$ cat src/rtl/ptw_dmem_responder.sv
// rtl/ptw_dmem_responder.sv - memory-side responder serving PTE reads for the page-table walker
package ptw_dmem_pkg;

    localparam int unsigned PTW_ADDR_W = 64;

    typedef struct packed {
        logic                  valid;
        logic                  phys;
        logic [4:0]            cmd;
        logic [3:0]            typ;
        logic [PTW_ADDR_W-1:0] addr;
        logic                  kill;
        logic [63:0]           data;
    } ptw_dmem_req_t;

    typedef struct packed {
        ptw_dmem_req_t req;
    } ptw_dmem_comm_t;

    typedef struct packed {
        logic        valid;
        logic        nack;
        logic [63:0] data;
    } dmem_ptw_resp_t;

    typedef struct packed {
        logic           dmem_ready;
        dmem_ptw_resp_t resp;
    } dmem_ptw_comm_t;

endpackage

module ptw_dmem_responder
    import ptw_dmem_pkg::*;
#(
    parameter int unsigned PADDR_WIDTH = 40,
    parameter int unsigned MAX_RETRY   = 3
) (
    input  logic                   clk_i,
    input  logic                   rstn_i,
    input  ptw_dmem_comm_t         ptw_dmem_comm_i,
    output dmem_ptw_comm_t         dmem_ptw_comm_o,
    output logic                   mem_req_valid_o,
    output logic [PADDR_WIDTH-1:0] mem_req_addr_o,
    input  logic                   mem_req_ready_i,
    input  logic                   mem_rsp_valid_i,
    input  logic [63:0]            mem_rsp_data_i,
    input  logic                   mem_rsp_error_i,
    output logic                   pmu_req_o,
    output logic                   pmu_nack_o
);

    localparam int unsigned RW = (MAX_RETRY < 1) ? 1 : $clog2(MAX_RETRY + 1);
    localparam logic [RW-1:0] MAX_RETRY_C = RW'(MAX_RETRY);

    localparam logic [4:0] M_XRD = 5'b00000;
    localparam logic [3:0] MT_D  = 4'b0011;

    typedef enum logic [2:0] {
        S_IDLE     = 3'd0,
        S_MEM_REQ  = 3'd1,
        S_MEM_WAIT = 3'd2,
        S_DRAIN    = 3'd3,
        S_RESP     = 3'd4,
        S_NACK     = 3'd5
    } state_t;

    state_t                 r_state;
    state_t                 w_state_nxt;
    logic [PADDR_WIDTH-1:0] r_addr;
    logic [PADDR_WIDTH-1:0] r_last_addr;
    logic [RW-1:0]          r_retry;
    logic [63:0]            r_data;

    ptw_dmem_req_t          w_req;
    logic [PADDR_WIDTH-1:0] w_addr_ext;
    logic [PADDR_WIDTH-1:0] w_addr_aligned;
    logic                   w_accept;
    logic                   w_legal;
    logic                   w_rsp_err;
    logic                   w_retry_left;
    logic                   w_unused;

    assign w_req = ptw_dmem_comm_i.req;

    // Request address is zero-extended or truncated onto the physical port width
    if (PADDR_WIDTH <= PTW_ADDR_W) begin : g_addr_trunc
        assign w_addr_ext = w_req.addr[PADDR_WIDTH-1:0];
    end else begin : g_addr_ext
        assign w_addr_ext = {{(PADDR_WIDTH - PTW_ADDR_W){1'b0}}, w_req.addr};
    end

    assign w_addr_aligned = {w_addr_ext[PADDR_WIDTH-1:3], 3'b000};

    assign w_accept     = (r_state == S_IDLE) && w_req.valid && !w_req.kill;
    assign w_legal      = (w_req.cmd == M_XRD) && (w_req.typ == MT_D) && w_req.phys
                          && (w_req.addr[2:0] == 3'b000);
    assign w_rsp_err    = mem_rsp_valid_i && mem_rsp_error_i;
    assign w_retry_left = (r_retry < MAX_RETRY_C);

    // Write data is never used by a read-only responder
    assign w_unused = ^{w_req.data, w_req.addr};

    always_ff @(posedge clk_i or negedge rstn_i) begin
        if (!rstn_i) begin
            r_state <= S_IDLE;
        end else begin
            r_state <= w_state_nxt;
        end
    end

    always_comb begin
        w_state_nxt = r_state;
        case (r_state)
            S_IDLE: begin
                if (w_accept) begin
                    w_state_nxt = w_legal ? S_MEM_REQ : S_RESP;
                end
            end
            S_MEM_REQ: begin
                // Once memory has taken the request its response must still be drained
                if (mem_req_ready_i) begin
                    w_state_nxt = w_req.kill ? S_DRAIN : S_MEM_WAIT;
                end else if (w_req.kill) begin
                    w_state_nxt = S_IDLE;
                end
            end
            S_MEM_WAIT: begin
                if (mem_rsp_valid_i) begin
                    w_state_nxt = (w_rsp_err && w_retry_left) ? S_NACK : S_RESP;
                end else if (w_req.kill) begin
                    w_state_nxt = S_DRAIN;
                end
            end
            S_DRAIN: begin
                if (mem_rsp_valid_i) begin
                    w_state_nxt = S_IDLE;
                end
            end
            S_RESP:  w_state_nxt = S_IDLE;
            S_NACK:  w_state_nxt = S_IDLE;
            default: w_state_nxt = S_IDLE;
        endcase
    end

    always_comb begin
        dmem_ptw_comm_o                 = '0;
        dmem_ptw_comm_o.dmem_ready      = (r_state == S_IDLE);
        dmem_ptw_comm_o.resp.valid      = (r_state == S_RESP);
        dmem_ptw_comm_o.resp.nack       = (r_state == S_NACK);
        dmem_ptw_comm_o.resp.data       = (r_state == S_RESP) ? r_data : 64'd0;
        mem_req_valid_o                 = (r_state == S_MEM_REQ);
        mem_req_addr_o                  = r_addr;
        pmu_req_o                       = w_accept;
        pmu_nack_o                      = (r_state == S_NACK);
    end

    always_ff @(posedge clk_i or negedge rstn_i) begin
        if (!rstn_i) begin
            r_addr      <= '0;
            r_last_addr <= '0;
            r_retry     <= '0;
            r_data      <= '0;
        end else begin
            if (w_accept) begin
                // Zero data doubles as the V=0 PTE returned for illegal requests
                r_data <= '0;
                if (w_legal) begin
                    r_addr <= w_addr_aligned;
                    if (w_addr_aligned != r_last_addr) begin
                        r_retry <= '0;
                    end
                end
            end else if ((r_state == S_MEM_WAIT) && mem_rsp_valid_i) begin
                if (!w_rsp_err) begin
                    r_data  <= mem_rsp_data_i;
                    r_retry <= '0;
                end else if (w_retry_left) begin
                    r_retry     <= r_retry + 1'b1;
                    r_last_addr <= r_addr;
                end else begin
                    r_data  <= '0;
                    r_retry <= '0;
                end
            end
        end
    end

endmodule

$ cat config.mk
export PLATFORM = sky130hd
export DESIGN_NAME = ptw_dmem_responder
export DESIGN_NICKNAME = d
export VERILOG_FILES = /design/src/rtl/ptw_dmem_responder.sv
export SDC_FILE = /design/constraint.sdc
export NUM_CORES = 1
export LEC_CHECK = 0
export CAP_MARGIN = 20
export CORE_ASPECT_RATIO = 0.9
export CORE_UTILIZATION = 40
export CTS_CLUSTER_DIAMETER = 60
export CTS_CLUSTER_SIZE = 20
export DETAILED_ROUTE_END_ITERATION = 16
export HOLD_SLACK_MARGIN = 0.05
export PLACE_DENSITY = 0.81
export RECOVER_POWER = 25
export SLEW_MARGIN = 0
export SYNTH_ARGS = -nofsm -noshare
export SYNTH_HDL_FRONTEND = slang
export SYNTH_SLANG_ARGS = --single-unit
$ cat constraint.sdc
create_clock -name clk_i -period 2.35 [get_ports clk_i]
set_input_delay 0.47 -clock clk_i [delete_from_list [all_inputs] [get_ports clk_i]]
set_output_delay 0.47 -clock clk_i [all_outputs]
set_load 0.02 [all_outputs]
==> flow_summary.rst, run 1 <==
.. list-table::
   :header-rows: 1

   * - Metric
     - Value
   * - Pre-antenna DRT Iters
     - 4
   * - Combined global-route utilization of all metal layers
     - a little over a fifth
   * - Clock buffers created by TritonCTS
     - 17
   * - Leading post-synthesis cells by cell area
     - sky130_fd_sc_hd__dfrtp_1 (57%), sky130_fd_sc_hd__mux2_2 (9.9%), sky130_fd_sc_hd__a22o_1 (8.8%)
   * - Proportion of synthesized flip-flops having asynchronous set or reset
     - 100%
   * - Average footprint of a synthesized cell
     - 13.1 µm²
   * - Buffers from clock root to sink, at most
     - 2
   * - Post-Synth Adder-Cell Area
     - 0.200%
   * - Count of pins over their slew limit
     - 0
   * - Detail Route Antenna Nets
     - 0
   * - Top cell type by total area after synthesis
     - sky130_fd_sc_hd__dfrtp_1
   * - Max-Cap Viols
     - 0
   * - Half-perimeter wire length of the detailed placement result
     - 11.5 mm
   * - Critical Path Max Stage Delay
     - around 0.4 ns
   * - Combinational family with the most area after synthesis
     - multiplexers
   * - Number of antenna violations at the first check in global routing
     - 0
   * - Peak fanout along the critical path
     - 33
   * - Most common library cells after synthesis
     - sky130_fd_sc_hd__dfrtp_1 (143), sky130_fd_sc_hd__and2_1 (65), sky130_fd_sc_hd__a22o_1 (63), sky130_fd_sc_hd__mux2_2 (55), sky130_fd_sc_hd__xor2_1 (36)
   * - Area growth syn-to-layout
     - 48.6%
   * - Hold Slack
     - 0.498 ns
   * - Overall die area
     - about 16000 µm²
   * - Power density cells
     - approximately 600 nW/µm²
   * - Net count of the finished layout
     - just over 900
   * - RePlAce Congestion
     - approximately 0.83
   * - First-pass GRT wire length
     - 26.4 mm
   * - Most frequent cell after synthesis
     - sky130_fd_sc_hd__dfrtp_1
   * - Average wire per standard cell
     - ~18 µm
   * - Worst R2R Setup Slack
     - about 0.38 ns
   * - Initial Util
     - a little over two fifths
   * - Worst setup path class
     - register to output port
   * - Area of the core region
     - about 15000 µm²
   * - Vias in the first global route
     - just over 5000
   * - Final Routed Wirelength
     - 16.5 mm
   * - Switch share
     - 21.7%
   * - Maximum vdd drop
     - 510 µV
   * - Worst-case reg-to-reg path depth
     - 7
   * - Setup crit start
     - r_state[1]
   * - Detailed-route via count
     - between 4000 and 5000
   * - FP Rows
     - 42
   * - Number of placed instances with taps included
     - 888
   * - Slew headroom
     - 14.5%
   * - XOR/XNOR Fraction of Synth Area
     - 5.33%
   * - Number of top-level pins
     - 319
   * - Data arrival time of the critical path
     - 1.82 ns
   * - Clock Sinks
     - between 100 and 150
   * - Critical path endpoint
     - dmem_ptw_comm_o[1]
   * - Synthesized instance count
     - between 400 and 500
   * - Floorplan die height
     - 121 µm
   * - Slew at the pin with the worst max-slew slack
     - 1.28 ns
   * - Compound-Gate Fraction of Synth Area
     - between 10 and 15%
   * - Reg-to-reg critical path endpoint
     - mem_req_addr_o[30]
   * - Antenna Diode Count
     - 0
   * - Combinational power share
     - under 10%
   * - Master of the slowest instance on the critical path
     - sky130_fd_sc_hd__dfrtp_1
   * - CP required
     - roughly 1.9 ns
   * - Clock insertion delay at the later pin of the skew report
     - roughly 0.42 ns
   * - Port Buffers
     - roughly 230
   * - Detailed-route DRC error count
     - 0
   * - Total count of hold-check failures in the final report
     - 0
   * - Period utilisation layout
     - slightly below 100%
   * - Total grt overflow
     - 0
   * - Internal cell power
     - around 4400 µW
   * - Share of total power in sequential cells
     - between 40% and 50%
   * - Mux cell area share after synthesis
     - between 10% and 20%
   * - Minimum clock period
     - ~2.3 ns
   * - Final TNS setup
     - 0 ns
   * - Highest achievable clock rate
     - around 0.44 GHz
   * - Share of layout cells above drive strength 1
     - ~23%
   * - Die boundary width
     - 134 µm
   * - Dominant synthesized flop cell
     - sky130_fd_sc_hd__dfrtp_1
   * - Hold crit path type
     - register to register
   * - Sequential area share after synthesis
     - around 57%
   * - Worst clock skew on the final layout
     - between 0.006 and 0.007 ns
   * - Clk pin slew, worst setup/hold paths
     - roughly 0.06 ns
   * - Number of flip-flops and latches in the synthesized netlist
     - between 100 and 150
   * - Startpoint of the lowest-slack register-to-register path
     - r_state[1]
   * - Leak
     - approximately 0.0046 µW
   * - Ys Warns
     - 0
   * - # setup viols final
     - 0
   * - Placement-stage worst setup slack
     - -0.164 ns
   * - Critical path cell sequence
     - nor3b_4, buf_12, and2_1, clkdlybuf4s15_1
   * - Post-layout total power
     - 5570 µW
   * - Final cell count without fillers
     - approximately 900
   * - Number of H-tree branching levels
     - 4
   * - Area share of the leading cell type in the synthesized netlist
     - between 50% and 60%
   * - Initial drt markers
     - around 210
   * - Clock root buffer
     - sky130_fd_sc_hd__clkbuf_16
   * - Syn Std Cell Area
     - around 6200 µm²
   * - Maximum number of pins on one net before global-route repair
     - 66
   * - Min setup slack post-route
     - around 0.063 ns
   * - Endpoint class of the critical path
     - output port
   * - P_sw
     - around 1200 µW
   * - Simple-gate share of the synthesized area
     - roughly a tenth
   * - Outcome
     - finished clean
   * - Portion of total power attributed to the clock network
     - between 40% and 50%
   * - EDFF count, synth
     - 0
   * - Routed via count divided by cell count
     - 5.07
   * - Count of distinct cell types in the synthesized netlist
     - 39
   * - TritonCTS clock tree
     - built
   * - Launching element type of the critical path
     - register
## final cells by class
class	count	area (µm²)
flip-flops and latches	143	3580
multi-input cells	299	2520
well taps	198	248
inverters	2	7.51
clock inverters	15	169
fillers	1166	5690
repair buffers	250	2340
clock buffers	17	425
## critical path: cells and delay by family, from the launching register on
family | cells | cell delay [ns]
flops | 1 | 0.41
buf+inv | 2 | 0.51
simple gates | 2 | 0.46
## registers in the layout (all words and copies together), names as in the netlist
signal          cells
mem_req_addr_o     37
r_state             3
r_retry             2
r_last_addr        37
r_data             64
## routing by layer
layer	vias to the layer above	part of all wire, %	track usage [%]
met3	29	8.1	6.71
met2	189	48	35.4
met1	2312	41	25.9
li1	2151	-	-
met5	-	0	0
met4	0	2.6	9.87
## kinds of logic after synthesis
| kind of cell | after synthesis |
|---|---|
| xor+xnor | 38 |
| mux | 74 |
| compound gates | 75 |
| buf+inv | 36 |
| fa+ha+maj | 1 |
| simple gates | 108 |
| flops | 143 |
| other cells | 1 |
## worst min path at each step
stage | startpoint | endpoint | slack [ns] | depth (start not counted)
3_5_place_dp | rstn_i | r_last_addr[8] | 0.45 | 1
6_report | r_data[53] | r_data[53] | 0.50 | 1
2_1_floorplan | rstn_i | mem_req_addr_o[10] | 0.17 | 0
3_3_place_gp | rstn_i | mem_req_addr_o[8] | 0.44 | 1
4_1_cts | r_data[51] | r_data[51] | 0.50 | 1
5_1_grt | r_data[56] | r_data[56] | 0.52 | 1
## cells in the final DEF, fill, tap and decap left out, types with 6 or more instances in the layout
master and instances:
sky130_fd_sc_hd__a22o_1 63, sky130_fd_sc_hd__and2_1 65, sky130_fd_sc_hd__buf_12 8, sky130_fd_sc_hd__buf_2 30, sky130_fd_sc_hd__buf_4 12, sky130_fd_sc_hd__clkbuf_16 18
sky130_fd_sc_hd__clkbuf_2 18, sky130_fd_sc_hd__clkdlybuf4s15_1 17, sky130_fd_sc_hd__clkdlybuf4s50_1 156, sky130_fd_sc_hd__clkinv_2 6, sky130_fd_sc_hd__dfrtp_1 143, sky130_fd_sc_hd__mux2_1 19
sky130_fd_sc_hd__mux2_2 55, sky130_fd_sc_hd__nand2_1 7, sky130_fd_sc_hd__nor4_1 8, sky130_fd_sc_hd__xor2_1 36
## per-stage QoR
step	cell area [µm²]	utilization, %
after floorplan	6260	-
after global placement	8860	59.1
after detailed placement	8860	59.1
after CTS	9490	63.4
after global routing	9290	62.0
final	9290	62.0
## what timing repair did
action,4_1_cts,5_1_grt
endpoints found under the setup margin,69,61
hold endpoints to repair,45,0
gates cloned,1,1
hold buffers,1,0
setup buffers,1,0
resized for setup,132,82
pin swaps,1,1
## power groups by stage
stage          combinational, µW  clock [µW]  sequential, µW
4_1_cts                      408        2760            2470
2_1_floorplan               78.1           0            2520
3_3_place_gp                 385           0            2510
5_1_grt                      444        2870            2470
3_5_place_dp                 396           0            2510
6_report                     408        2700            2470
(Power assumes the default switching activity.)
==> run 2, diff against run 1 <==
CORE_MARGIN = 5   (was default)
CORE_UTILIZATION = 41   (was 40)
CTS_BUF_LIST = sky130_fd_sc_hd__clkbuf_8   (was default)
PLACE_DENSITY = 0.82   (was 0.81)
==> flow_summary.rst, run 2 (synthesis results as in run 1) <==
.. list-table::
   :header-rows: 1

   * - Metric
     - Value
   * - Worst clock skew on the final layout
     - 0.00935 ns
   * - Critical Path Max Stage Delay
     - around 0.42 ns
   * - Worst-case reg-to-reg path depth
     - 7
   * - Share of layout cells above drive strength 1
     - about a quarter
   * - Period utilisation layout
     - 98.4%
   * - Buffers from clock root to sink, at most
     - 2
   * - Total count of hold-check failures in the final report
     - 0
   * - Routed via count divided by cell count
     - ~5
   * - Final cell count without fillers
     - 926
   * - Max-Cap Viols
     - 0
   * - Maximum number of pins on one net before global-route repair
     - 64
   * - Clk pin slew, worst setup/hold paths
     - 0.08 ns
   * - Number of H-tree branching levels
     - 4
   * - Number of top-level pins
     - approximately 320
   * - Die boundary width
     - around 140 µm
   * - Highest achievable clock rate
     - around 0.43 GHz
   * - Logic depth of the worst setup path including buffers
     - 5
   * - Commonest non-fill, non-tap cell in the layout
     - sky130_fd_sc_hd__clkdlybuf4s50_1
   * - Register with the most flip-flops
     - r_data
   * - Clock root buffer
     - sky130_fd_sc_hd__clkbuf_8
   * - RePlAce Congestion
     - around 0.84
   * - TritonCTS clock tree
     - built
   * - Launching element type of the critical path
     - register
   * - Clock insertion delay at the later pin of the skew report
     - 0.44 ns
   * - Number of antenna violations at the first check in global routing
     - 0
   * - Outcome
     - finished clean
   * - Worst setup path class
     - register to output port
   * - Initial Util
     - a little over two fifths
   * - Gate family responsible for the most delay along the worst path
     - buffers and inverters
   * - Endpoint class of the critical path
     - output port
   * - Overall die area
     - roughly 18000 µm²
   * - Final Util
     - 62.2%
   * - Slew headroom
     - between 5 and 6%
   * - Cell area after layout
     - 9220 µm²
   * - Detail Route Antenna Nets
     - 0
   * - Area of the core region
     - about 15000 µm²
   * - Post-layout total power
     - around 4800 µW
   * - Maximum vdd drop
     - around 350 µV
   * - Peak fanout along the critical path
     - 16
   * - Count of buffer and inverter cells on the critical path
     - 3
   * - Detailed-route DRC error count
     - 0
   * - Initial drt markers
     - ~150
   * - First-pass GRT wire length
     - around 27 mm
   * - Most frequent cells in the layout
     - sky130_fd_sc_hd__clkdlybuf4s50_1 (156), sky130_fd_sc_hd__dfrtp_1 (143), sky130_fd_sc_hd__and2_1 (65)
   * - Pre-antenna DRT Iters
     - 4
   * - Minimum clock period
     - approximately 2.3 ns
   * - Area growth syn-to-layout
     - 47.5%
   * - Antenna Diode Count
     - 0
   * - Detailed-route via count
     - ~4700
   * - FP Rows
     - 42
   * - Combined global-route utilization of all metal layers
     - about a fifth
   * - Placement-stage cell area
     - about 8800 µm²
   * - Net count of the finished layout
     - a little over 900
   * - Final Routed Wirelength
     - 17.3 mm
   * - Leak
     - between 0.004 and 0.005 µW
   * - Clock buffers created by TritonCTS
     - 17
   * - Count of pins over their slew limit
     - 0
   * - Port Buffers
     - ~230
   * - Final TNS setup
     - 0 ns
   * - Data arrival time of the critical path
     - ~1.8 ns
   * - Number of placed instances with taps included
     - ~900
   * - Total grt overflow
     - 0
   * - Clock Sinks
     - about 140
   * - Flip-flop count of the largest register, all copies and words added
     - 64
   * - Average wire per standard cell
     - between 15 and 20 µm
   * - Critical path cell sequence
     - nor3b_4, buf_4, clkbuf_16, and2_1, clkdlybuf4s15_2
   * - Floorplan die height
     - between 100 and 150 µm
   * - CP required
     - about 1.9 ns
   * - Setup repair after global routing missed its margin
     - yes
   * - Half-perimeter wire length of the detailed placement result
     - 12.0 mm
   * - Vias in the first global route
     - between 5000 and 6000
   * - # setup viols final
     - 0
   * - Slew at the pin with the worst max-slew slack
     - between 1 and 1.5 ns
   * - Hold crit path type
     - register to register
   * - Power density cells
     - approximately 520 nW/µm²
   * - Cells on Worst Hold Path
     - 2
   * - Master of the slowest instance on the critical path
     - sky130_fd_sc_hd__dfrtp_1
## run 2: worst reg2reg max path, cell delays in order (launching register included)
cell	delay (ns)
sky130_fd_sc_hd__dfrtp_1	0.41
sky130_fd_sc_hd__buf_4	0.18
sky130_fd_sc_hd__nor3_2	0.23
sky130_fd_sc_hd__nand3b_1	0.15
sky130_fd_sc_hd__inv_1	0.09
sky130_fd_sc_hd__and3_2	0.20
sky130_fd_sc_hd__buf_12	0.23
sky130_fd_sc_hd__mux2_1	0.38
## run 2: path summary, 6_finish.rpt
kind | from | to | slack [ns]
max | r_state[0] | dmem_ptw_comm_o[25] | 0.04
min | r_data[3] | r_data[3] | 0.49
max reg2reg | r_state[1] | mem_req_addr_o[38] | 0.37
min reg2reg | r_data[3] | r_data[3] | 0.49
max in group asynchronous | rstn_i | r_data[23] | 0.42
min in group asynchronous | rstn_i | mem_req_addr_o[26] | 0.91
## run 2: stage by stage
step	setup slack [ns]	hold slack [ns]
6_report	0.0386	0.486
5_1_grt	-0.0429	0.520
4_1_cts	-0.00244	0.493
3_5_place_dp	-0.187	0.471
3_3_place_gp	-0.160	0.459
2_1_floorplan	0.211	0.174
## run 2: area by class of cell
cell class,count,area [µm²]
multi-input cells,299,2510
well taps,198,248
fillers,1156,5600
repair buffers,252,2480
clock buffers,18,248
clock inverters,14,143
inverters,2,7.51
flip-flops and latches,143,3580
## run 2: per-layer routing
| layer | part of all wire [%] | vias to the layer above | global-route usage, % |
|---|---|---|---|
| li1 | - | 2153 | - |
| met1 | 40 | 2330 | 24.6 |
| met2 | 48 | 214 | 31.1 |
| met3 | 9.5 | 26 | 7.59 |
| met4 | 1.7 | 0 | 6.38 |
| met5 | 0 | - | 0 |
## run 2: power by group
| group | internal (µW) | total (µW) | switching, µW |
|---|---|---|---|
| logic | 238 | 419 | 180 |
| clock network | 967 | 1900 | 937 |
| registers | 2460 | 2470 | 2.50 |
| total | 3670 | 4790 | 1120 |
## run 2: timing repair
item	4_1_cts	5_1_grt
setup endpoints to repair	69	66
hold endpoints to repair	51	0
gates resized for setup	197	38
pin swaps	1	0
gates cloned	1	2
hold buffers	1	0
buffers inserted	2	0
==> run 3, diff against run 2 <==
ABC_AREA = 1   (was default)
CORE_UTILIZATION = 43   (was 41)
PLACE_DENSITY = 0.83   (was 0.82)
==> flow_summary.rst, run 3 <==
.. list-table::
   :header-rows: 1

   * - Metric
     - Value
   * - Die boundary width
     - around 140 µm
   * - Most frequent cells in the layout
     - sky130_fd_sc_hd__inv_1 (168), sky130_fd_sc_hd__clkdlybuf4s50_1 (156), sky130_fd_sc_hd__dfrtp_1 (143)
   * - TritonCTS clock tree
     - built
   * - Gate family responsible for the most delay along the worst path
     - buffers and inverters
   * - Clock Sinks
     - 143
   * - # setup viols final
     - 0
   * - Number of H-tree branching levels
     - 4
   * - Top cell type by total area after synthesis
     - sky130_fd_sc_hd__dfrtp_1
   * - Launching element type of the critical path
     - register
   * - Period utilisation layout
     - between 90% and 100%
   * - Minimum clock period
     - 2.28 ns
   * - Master of the slowest instance on the critical path
     - sky130_fd_sc_hd__dfrtp_1
   * - Detailed-route via count
     - ~6300
   * - Area growth syn-to-layout
     - 43.7%
   * - Outcome
     - finished clean
   * - CP required
     - around 1.9 ns
   * - Count of buffer and inverter cells on the critical path
     - 3
   * - Pre-antenna DRT Iters
     - 5
   * - Leading post-synthesis cells by cell area
     - sky130_fd_sc_hd__dfrtp_1 (52%), sky130_fd_sc_hd__inv_1 (9.2%), sky130_fd_sc_hd__o21ai_0 (7.9%)
   * - Count of distinct cell types in the synthesized netlist
     - 32
   * - Reg-to-reg critical path endpoint
     - r_data[46]
   * - Worst R2R Setup Slack
     - between 0.4 and 0.5 ns
   * - Most common library cells after synthesis
     - sky130_fd_sc_hd__inv_1 (167), sky130_fd_sc_hd__dfrtp_1 (143), sky130_fd_sc_hd__nand2_1 (127), sky130_fd_sc_hd__nor2_1 (108), sky130_fd_sc_hd__o21ai_0 (108)
   * - Register with the most flip-flops
     - r_data
   * - Critical Path Max Stage Delay
     - roughly 0.4 ns
   * - Half-perimeter wire length of the detailed placement result
     - between 10 and 15 mm
   * - Initial drt markers
     - 358
   * - Area share of the leading cell type in the synthesized netlist
     - between 50% and 60%
   * - Buffers from clock root to sink, at most
     - 2
   * - Highest achievable clock rate
     - approximately 0.44 GHz
   * - Port Buffers
     - roughly 230
   * - Hold Slack
     - between 0.5 and 0.6 ns
   * - Slew at the pin with the worst max-slew slack
     - approximately 1.3 ns
   * - Maximum number of pins on one net before global-route repair
     - between 60 and 70
   * - Most frequent cell after synthesis
     - sky130_fd_sc_hd__inv_1
   * - Final Util
     - 63.4%
   * - Hold crit path type
     - register to register
   * - Data arrival time of the critical path
     - roughly 1.8 ns
   * - Flip-flop count of the largest register, all copies and words added
     - 64
   * - Number of placed instances with taps included
     - 1269
   * - Sequential area share after synthesis
     - a little over half
   * - Startpoint of the lowest-slack register-to-register path
     - r_state[0]
   * - Number of antenna violations at the first check in global routing
     - 0
   * - Slew headroom
     - 13.0%
   * - Synthesized instance count
     - 861
   * - Clk pin slew, worst setup/hold paths
     - about 0.080 ns
   * - Total grt overflow
     - 0
   * - Setup repair after global routing missed its margin
     - yes
   * - Detailed-route DRC error count
     - 0
   * - Placement-stage worst setup slack
     - -0.00254 ns
   * - EDFF count, synth
     - 0
   * - Commonest non-fill, non-tap cell in the layout
     - sky130_fd_sc_hd__inv_1
   * - Final cell count without fillers
     - 1304
   * - Setup crit start
     - r_state[1]
   * - Power density cells
     - 975 nW/µm²
   * - FP Rows
     - 43
   * - Fill cell count
     - 1310
   * - Final Routed Wirelength
     - 19.0 mm
   * - Initial Util
     - 44.1%
   * - Area of the core region
     - between 15000 and 20000 µm²
   * - First-pass GRT wire length
     - a little over 30 mm
   * - Detail Route Antenna Nets
     - 0
   * - Share of layout cells above drive strength 1
     - between 10% and 20%
   * - Clock buffers created by TritonCTS
     - 17
   * - Net count of the finished layout
     - roughly 1300
   * - Worst setup path class
     - register to output port
   * - Ys Warns
     - 0
   * - Leak
     - ~0.0048 µW
   * - Maximum vdd drop
     - between 700 and 800 µV
   * - Average wire per standard cell
     - 14.5 µm
   * - Antenna Diode Count
     - 0
   * - Dominant synthesized flop cell
     - sky130_fd_sc_hd__dfrtp_1
   * - Critical path endpoint
     - dmem_ptw_comm_o[56]
   * - Vias in the first global route
     - between 6000 and 7000
   * - Routed via count divided by cell count
     - 4.84
   * - Max-Cap Viols
     - 0
   * - Combined global-route utilization of all metal layers
     - approximately a fifth
   * - Overall die area
     - between 15000 and 20000 µm²
   * - Total count of hold-check failures in the final report
     - 0
   * - Worst-case reg-to-reg path depth
     - 6
   * - Clock insertion delay at the later pin of the skew report
     - about 0.44 ns
   * - Proportion of synthesized flip-flops having asynchronous set or reset
     - 100%
   * - Clock root buffer
     - sky130_fd_sc_hd__clkbuf_8
   * - Peak fanout along the critical path
     - 22
   * - Logic depth of the worst setup path including buffers
     - 5
   * - Min setup slack post-route
     - 0.0713 ns
   * - Endpoint class of the critical path
     - output port
   * - Average footprint of a synthesized cell
     - approximately 7.9 µm²
   * - Number of flip-flops and latches in the synthesized netlist
     - between 100 and 150
   * - RePlAce Congestion
     - between 0.8 and 0.9
   * - Number of top-level pins
     - around 320
   * - Syn Std Cell Area
     - about 7000 µm²
   * - Count of pins over their slew limit
     - 0
   * - Floorplan die height
     - about 130 µm
   * - Critical path cell sequence
     - nor3_4, inv_4, buf_12, nor2_1, clkdlybuf4s15_2
   * - Worst clock skew on the final layout
     - ~0.013 ns
## run 3: changes by cell type after synthesis, moves of 55 or more
cell                      change
sky130_fd_sc_hd__inv_1      +165
sky130_fd_sc_hd__nand2_1    +120
sky130_fd_sc_hd__o21ai_0    +107
sky130_fd_sc_hd__nor2_1     +103
sky130_fd_sc_hd__nand3_1     +71
sky130_fd_sc_hd__and2_1      -65
sky130_fd_sc_hd__a22o_1      -63
sky130_fd_sc_hd__mux2_2      -55
## run 3: area by class of cell
| cell class | instances | area (µm²) | share of cell area, % |
|---|---|---|---|
| clock buffer | 22 | 303 | 3.08 |
| clock inverter | 10 | 228 | 2.32 |
| timing repair buffer | 251 | 2410 | 24.6 |
| tap | 202 | 253 | 2.57 |
| sequential | 143 | 3580 | 36.4 |
| inverter | 173 | 654 | 6.66 |
| multi-input combinational | 503 | 2400 | 24.4 |
## run 3: how the worst min path moves through the flow
stage / startpoint / endpoint / cells after the start
floorplan: rstn_i / mem_req_addr_o[10] / 0
global placement: rstn_i / r_last_addr[33] / 1
detailed placement: rstn_i / mem_req_addr_o[33] / 1
CTS: r_last_addr[15] / r_last_addr[15] / 2
global route: r_last_addr[6] / r_last_addr[6] / 2
finish: r_last_addr[15] / r_last_addr[15] / 2
## run 3: cells by family after synthesis
kind of cell | Yosys count | share of synthesized area, %
compound gates | 145 | 10.8
xor+xnor | 17 | 2.18
fa+ha+maj | 1 | 0.183
buf+inv | 217 | 13.1
flops | 143 | 52.3
other cells | 1 | 0.0548
simple gates | 337 | 21.4
## run 3: timing repair
| item | 4_1_cts | 5_1_grt |
|---|---|---|
| setup endpoints to repair | 70 | 57 |
| endpoints found under the hold margin | 49 | 0 |
| cloned | 0 | 0 |
| gates resized for setup | 179 | 32 |
| buffers inserted | 1 | 1 |
| hold buffers | 1 | 0 |
| pin swaps | 1 | 1 |
## run 3: metrics by stage
step	cell area (µm²)	setup TNS (ns)	total power (µW)
5_1_grt	9830	-2.90	10300
3_5_place_dp	9410	-0.00254	7200
3_3_place_gp	9410	0	7080
6_report	9830	0	9590
2_1_floorplan	6850	0	5660
4_1_cts	10000	0	9730
## run 3: per-layer routing
| metal | global-route usage (%) | part of all wire (%) | vias up |
|---|---|---|---|
| met4 | 7.49 | 1.9 | 0 |
| li1 | - | - | 3091 |
| met5 | 0 | 0 | - |
| met2 | 33.6 | 47 | 251 |
| met1 | 26.4 | 40 | 2942 |
| met3 | 8.56 | 10 | 28 |
## run 3: report_power, final
part	switching [µW]	internal, µW	total [µW]
logic	2070	1340	3410
registers	335	3300	3630
clock network	921	1620	2540
total	3330	6260	9590
## run 3: worst reg2reg max path: cells and delay by family (launching register included)
family | cells | cell delay, ns
buf+inv | 2 | 0.41
flops | 1 | 0.41
simple gates | 2 | 0.31
compound gates | 2 | 0.63
